<file path="config.mk">
export PLATFORM = sky130hd
export DESIGN_NAME = calendar_display_scan
export DESIGN_NICKNAME = d
export VERILOG_FILES = /design/src/rtl/calendar_display_scan.sv
export SDC_FILE = /design/constraint.sdc
export NUM_CORES = 1
export LEC_CHECK = 0
export CORE_AREA = 3 3 83 105
export DETAILED_ROUTE_END_ITERATION = 16
export DIE_AREA = 0 0 86 108
export GPL_TIMING_DRIVEN = 0
export PLACE_DENSITY = 0.86
export SLEW_MARGIN = 20
export SYNTH_ARGS = -nofsm -noshare
export SYNTH_HDL_FRONTEND = slang
export SYNTH_SLANG_ARGS = --single-unit
</file>
<file path="constraint.sdc">
create_clock -name clk -period 7.7 [get_ports clk]
set_input_delay 1.54 -clock clk [delete_from_list [all_inputs] [get_ports clk]]
set_output_delay 1.54 -clock clk [all_outputs]
set_load 0.005 [all_outputs]
</file>
<file path="src/rtl/calendar_display_scan.sv">
// calendar_display_scan: time-multiplexes the calendar's twelve BCD digits onto a
// 4-digit common-anode 7-segment display, with button-stepped or auto-rotating pages.
module calendar_display_scan #(
    parameter int SCAN_DIV  = 50000,
    parameter int PAGE_HOLD = 3
) (
    input  logic       clk,
    input  logic       rst,
    input  logic [3:0] sec1,
    input  logic [3:0] sec0,
    input  logic [3:0] min1,
    input  logic [3:0] min0,
    input  logic [3:0] hour1,
    input  logic [3:0] hour0,
    input  logic [3:0] day1,
    input  logic [3:0] day0,
    input  logic [3:0] month1,
    input  logic [3:0] month0,
    input  logic [3:0] year1,
    input  logic [3:0] year0,
    input  logic       page_btn,
    input  logic       auto_en,
    output logic [7:0] seg,
    output logic [3:0] an,
    output logic [1:0] page
);

    localparam int PW = $clog2(SCAN_DIV);

    typedef enum logic [1:0] {PG_HM = 2'd0, PG_MS = 2'd1, PG_MD = 2'd2, PG_YR = 2'd3} page_t;

    typedef struct packed {
        logic [3:0] sec1, sec0, min1, min0, hour1, hour0;
        logic [3:0] day1, day0, month1, month0, year1, year0;
    } digits_t;

    logic [PW-1:0] presc;
    logic          scan_tick;
    logic [1:0]    idx;
    digits_t       live, snap;
    page_t         snap_page;
    page_t         state, state_next;
    logic [3:0]    hold_cnt;
    logic          btn_d, sec_valid, btn_edge, sec_tick, advance;
    logic [3:0]    sec0_d;
    logic [3:0]    slot_digit;
    logic          slot_dp;

    function automatic logic [6:0] seg7(input logic [3:0] d);
        case (d)
            4'd0:    seg7 = 7'h40;
            4'd1:    seg7 = 7'h79;
            4'd2:    seg7 = 7'h24;
            4'd3:    seg7 = 7'h30;
            4'd4:    seg7 = 7'h19;
            4'd5:    seg7 = 7'h12;
            4'd6:    seg7 = 7'h02;
            4'd7:    seg7 = 7'h78;
            4'd8:    seg7 = 7'h00;
            4'd9:    seg7 = 7'h10;
            default: seg7 = 7'h7F;
        endcase
    endfunction

    assign live = {sec1, sec0, min1, min0, hour1, hour0, day1, day0, month1, month0, year1, year0};
    assign scan_tick = (presc == PW'(SCAN_DIV - 1));

    always_ff @(posedge clk or posedge rst) begin
        if (rst)            presc <= '0;
        else if (scan_tick) presc <= '0;
        else                presc <= presc + PW'(1);
    end

    // idx names the slot driven at the next scan_tick; slot 3 closes a frame,
    // so the snapshot reloads on the same edge and the next frame starts clean.
    always_ff @(posedge clk or posedge rst) begin
        if (rst) begin
            idx       <= 2'd0;
            snap      <= '0;
            snap_page <= PG_HM;
            seg       <= 8'hFF;
            an        <= 4'hF;
        end else if (scan_tick) begin
            idx <= idx + 2'd1;
            an  <= ~(4'b0001 << idx);
            seg <= {~slot_dp, seg7(slot_digit)};
            if (idx == 2'd3) begin
                snap      <= live;
                snap_page <= state;
            end
        end
    end

    always_comb begin
        slot_digit = 4'hF;
        slot_dp    = 1'b0;
        unique case (snap_page)
            PG_HM: slot_digit = (idx == 2'd0) ? snap.min0 : (idx == 2'd1) ? snap.min1 :
                                (idx == 2'd2) ? snap.hour0 : snap.hour1;
            PG_MS: slot_digit = (idx == 2'd0) ? snap.sec0 : (idx == 2'd1) ? snap.sec1 :
                                (idx == 2'd2) ? snap.min0 : snap.min1;
            PG_MD: slot_digit = (idx == 2'd0) ? snap.day0 : (idx == 2'd1) ? snap.day1 :
                                (idx == 2'd2) ? snap.month0 : snap.month1;
            PG_YR: slot_digit = (idx == 2'd0) ? snap.year0 : (idx == 2'd1) ? snap.year1 :
                                (idx == 2'd2) ? 4'd0 : 4'd2;
        endcase
        if (idx == 2'd2) begin
            unique case (snap_page)
                PG_HM:        slot_dp = ~snap.sec0[0];
                PG_MS, PG_MD: slot_dp = 1'b1;
                PG_YR:        slot_dp = 1'b0;
            endcase
        end
    end

    // sec_valid masks the first compare after reset, when sec0_d is still 0.
    always_ff @(posedge clk or posedge rst) begin
        if (rst) begin
            btn_d     <= 1'b0;
            sec0_d    <= 4'd0;
            sec_valid <= 1'b0;
        end else begin
            btn_d     <= page_btn;
            sec0_d    <= sec0;
            sec_valid <= 1'b1;
        end
    end

    assign btn_edge = page_btn && !btn_d;
    assign sec_tick = sec_valid && (sec0 != sec0_d);
    assign advance  = btn_edge || (auto_en && sec_tick && (hold_cnt == 4'(PAGE_HOLD - 1)));

    always_ff @(posedge clk or posedge rst) begin
        if (rst) state <= PG_HM;
        else     state <= state_next;
    end

    always_comb begin
        state_next = state;
        if (advance) begin
            unique case (state)
                PG_HM: state_next = PG_MS;
                PG_MS: state_next = PG_MD;
                PG_MD: state_next = PG_YR;
                PG_YR: state_next = PG_HM;
            endcase
        end
    end

    always_comb begin
        page = state;
    end

    always_ff @(posedge clk or posedge rst) begin
        if (rst)           hold_cnt <= 4'd0;
        else if (advance)  hold_cnt <= 4'd0;
        else if (!auto_en) hold_cnt <= 4'd0;
        else if (sec_tick) hold_cnt <= hold_cnt + 4'd1;
    end

endmodule
</file>
==> metrics.csv <==
metric,value,unit
status,finished clean,
Clock Latency Late Sink,0.36,ns
Hold Fails Final Rpt,0,
Clock Path Buffers,2,
TritonCTS Sinks,92,
Die W,86,um
"Core Util, Final",0.706,
Iteration-0 DRC Markers,139,
r2r endpoint,seg[5],
"Reg clk slew, reported paths",0.08,ns
FILL cells,549,
Synthesis Warnings,0,
vias per cell,5.67,
Area Overhead vs Synth,22.7,%
die area,0.00929,mm^2
Worst Reg-to-Reg Cells,11,
n_diodes,0,
Post-Synthesis Cells,388,
"non-filler cells, final",565,
Syn Nets,457,
R2R Path Start,idx[0],
routed len/inst,17.1,um
"Top FF cell, synth",dfrtp_1,
Post-synth ARST share,1.00,
Root Buffer,clkbuf_8,
peak supply drop,0.000153,V
sum of negative setup slack,0,ns
via count,3201,
type of element capturing the critical path,flip-flop,
core area,0.00779,mm^2
initial core utilization,0.575,
post-CTS setup buffers,0,
IO buf count,65,
Slew headroom,0.567,
CTS resizes,0,
# DRC,0,
setup violators final,0,
Reg area,0.00232,mm^2
leakage,2.29,nW
H-tree Lvls,3,
largest net degree at the start of global routing,49,
post-layout min period,3.41,ns
area of the multi-input gates,0.00198,mm^2
cts hold-fix bufs,0,
Synth Area per Inst,11.6,um^2
Synth Register Bits,92,
Die Y,108,um
P per Cell Area,177,mW/mm^2
Overall Global Routing Usage,0.224,
TritonCTS clock tree,done,
clk_skew,0.00946,ns
met2 WL,5.19,mm
crit path DAT,3.66,ns
total grt overflow,0,
Detail Route Antenna Nets,0,
Worst Hold Class,flip-flop to flip-flop,
Slew @ Worst Pin,0.642,ns
max frequency,293,MHz
Hold Path Sink,seg[2],
CTS buffer count,9,
Met1 Routed Length,3.79,mm
Syn Std Cell Area,0.00448,mm^2
required time of the critical path,7.95,ns
WS Path Type,input pin to flip-flop,
Site Rows,36,
share of cells above drive strength 1,0.213,
Max Used Layer,met4,
WL final,9.68,mm
first-pass GRT wire length,16.1,mm
Nets,534,
Worst Setup SP,sec0[3],
vias in the first global route,3399,
Post-Place Cells,549,
Netlist cell types,55,
Boundary Pins,66,
drt pass-1 iters,4,
flop-to-flop setup slack,4.62,ns
CP startpoint kind,input pin,
"Slew Viols, Final",0,
DR WL met3,497,um
CP Max Fanout,6,
WHS,0.492,ns
register area share after synthesis,0.517,
hold_sp,seg[2],
max cap viols,0,
Post-synth EDFFs,0,
unrepaired setup endpoints after global routing,no,
GPL Wtd Cong,0.796,
final worst path period share,0.443,
Hold Path Cell Cnt,2,
HPWL after DPL,7.07,mm
initial antenna violation count,0,
placed cells by master (no fill, tap or decap), drive strengths merged, types with 2 or more instances in the layout:
cell type and n:
o41ai 2, and3 4, ha 17, a41oi 2, clkdlybuf4s50 65, nor3b 2
nor3 4, nor2 25, and2 3, o21ai 16, clkinv 2, dfstp 12
inv 19, nand4 2, a211oi 2, nand2 34, nand2b 2, mux2 50
nand3 10, or2 2, dfrtp 80, a21oi 7, nor2b 4, a2111oi 5
xor2 11, clkbuf 15, mux2i 11, o211ai 5, clkinvlp 3, xnor2 10
a31oi 4, bufinv 2, o221ai 4, a41o 2, buf 14
cell families (layout without fill, tap and decap cells):
group,Yosys count,after routing,synth area share
mux,61,61,0.150
flops,92,92,0.517
xor+xnor,21,21,0.0410
simple gates,96,96,0.0996
other cells,1,1,0.000836
buf+inv,38,120,0.0424
compound gates,62,62,0.102
fa+ha+maj,17,17,0.0474
worst max-delay path: stages:
cell,delay [ns]
clkdlybuf4s50_1,0.48
xor2_1,0.18
o41ai_2,0.66
nor4_1,0.11
a21oi_1,0.30
mux2_2,0.37
worst max path at each step:
stage / to / slack, ns / cells after the start
floorplan: btn_d / 3.79 / 1
global placement: snap[11] / 2.47 / 2
detailed placement: page[1] / 3.90 / 6
CTS: page[1] / 4.29 / 6
global route: page[1] / 4.20 / 6
finish: page[1] / 4.29 / 6
flip-flops by register name (all words and copies together) (netlist names):
| register | count |
|---|---|
| sec_valid | 1 |
| an | 4 |
| page | 2 |
| sec0_d | 4 |
| snap | 48 |
| seg | 8 |
| presc | 16 |
| hold_cnt | 4 |
| snap_page | 2 |
| btn_d | 1 |
| idx | 2 |
cell type report:
| type | count | area share |
|---|---|---|
| multi-input combinational | 258 | 0.359 |
| clock buffer | 10 | 0.0250 |
| sequential | 92 | 0.421 |
| tap | 95 | 0.0216 |
| inverter | 20 | 0.0143 |
| timing repair buffer | 66 | 0.122 |
| buffer | 18 | 0.0207 |
| clock inverter | 6 | 0.0159 |
metal layers:
| layer | global-route usage | vias up |
|---|---|---|
| met5 | 0 | - |
| met4 | 0.0826 | 0 |
| met3 | 0.0450 | 17 |
| met2 | 0.395 | 90 |
| met1 | 0.269 | 1580 |
| li1 | - | 1514 |
stage by stage:
stage               setup slack (ns)  power [mW]  area (um^2)
floorplan                       3.79       0.568         4480
global placement                2.47       0.616         5250
detailed placement              3.90       0.623         5280
CTS                             4.29       0.983         5500
global route                    4.20        1.01         5500
finish                          4.29       0.975         5500
Yosys cell counts, types with 2 or more instances:
| library cell | n | area share |
|---|---|---|
| buf_2 | 7 | 0.0078 |
| and2_1 | 3 | 0.0042 |
| mux2i_1 | 11 | 0.025 |
| a41oi_1 | 2 | 0.0039 |
| o221ai_1 | 4 | 0.0078 |
| nand2_1 | 34 | 0.028 |
| buf_6 | 4 | 0.010 |
| mux2_2 | 50 | 0.13 |
| clkbuf_1 | 5 | 0.0042 |
| dfrtp_1 | 80 | 0.45 |
| a31oi_1 | 4 | 0.0056 |
| nand4_1 | 2 | 0.0028 |
| a41o_1 | 2 | 0.0045 |
| dfstp_2 | 12 | 0.070 |
| a211oi_1 | 2 | 0.0033 |
| and3_1 | 4 | 0.0056 |
| xor2_1 | 11 | 0.021 |
| o211ai_1 | 5 | 0.0084 |
| inv_1 | 19 | 0.016 |
| nor3_1 | 4 | 0.0045 |
| ha_1 | 17 | 0.047 |
| xnor2_1 | 10 | 0.020 |
| buf_4 | 2 | 0.0033 |
| nand2b_1 | 2 | 0.0028 |
| nand3_1 | 10 | 0.011 |
| nor2b_1 | 4 | 0.0056 |
| a2111oi_0 | 3 | 0.0059 |
| nor3b_1 | 2 | 0.0033 |
| a21oi_1 | 7 | 0.0078 |
| o21ai_0 | 16 | 0.018 |
| nor2_1 | 25 | 0.021 |
| a2111oi_1 | 2 | 0.0045 |
report_power, final:
group / internal (mW) / switching (mW) / leakage [nW] / total [mW]
clock: 0.191 / 0.171 / 0.105 / 0.362
combinational: 0.0558 / 0.0402 / 1.09 / 0.0960
sequential: 0.503 / 0.0132 / 1.10 / 0.517
No activity file was read; power rests on OpenSTA's default activity.
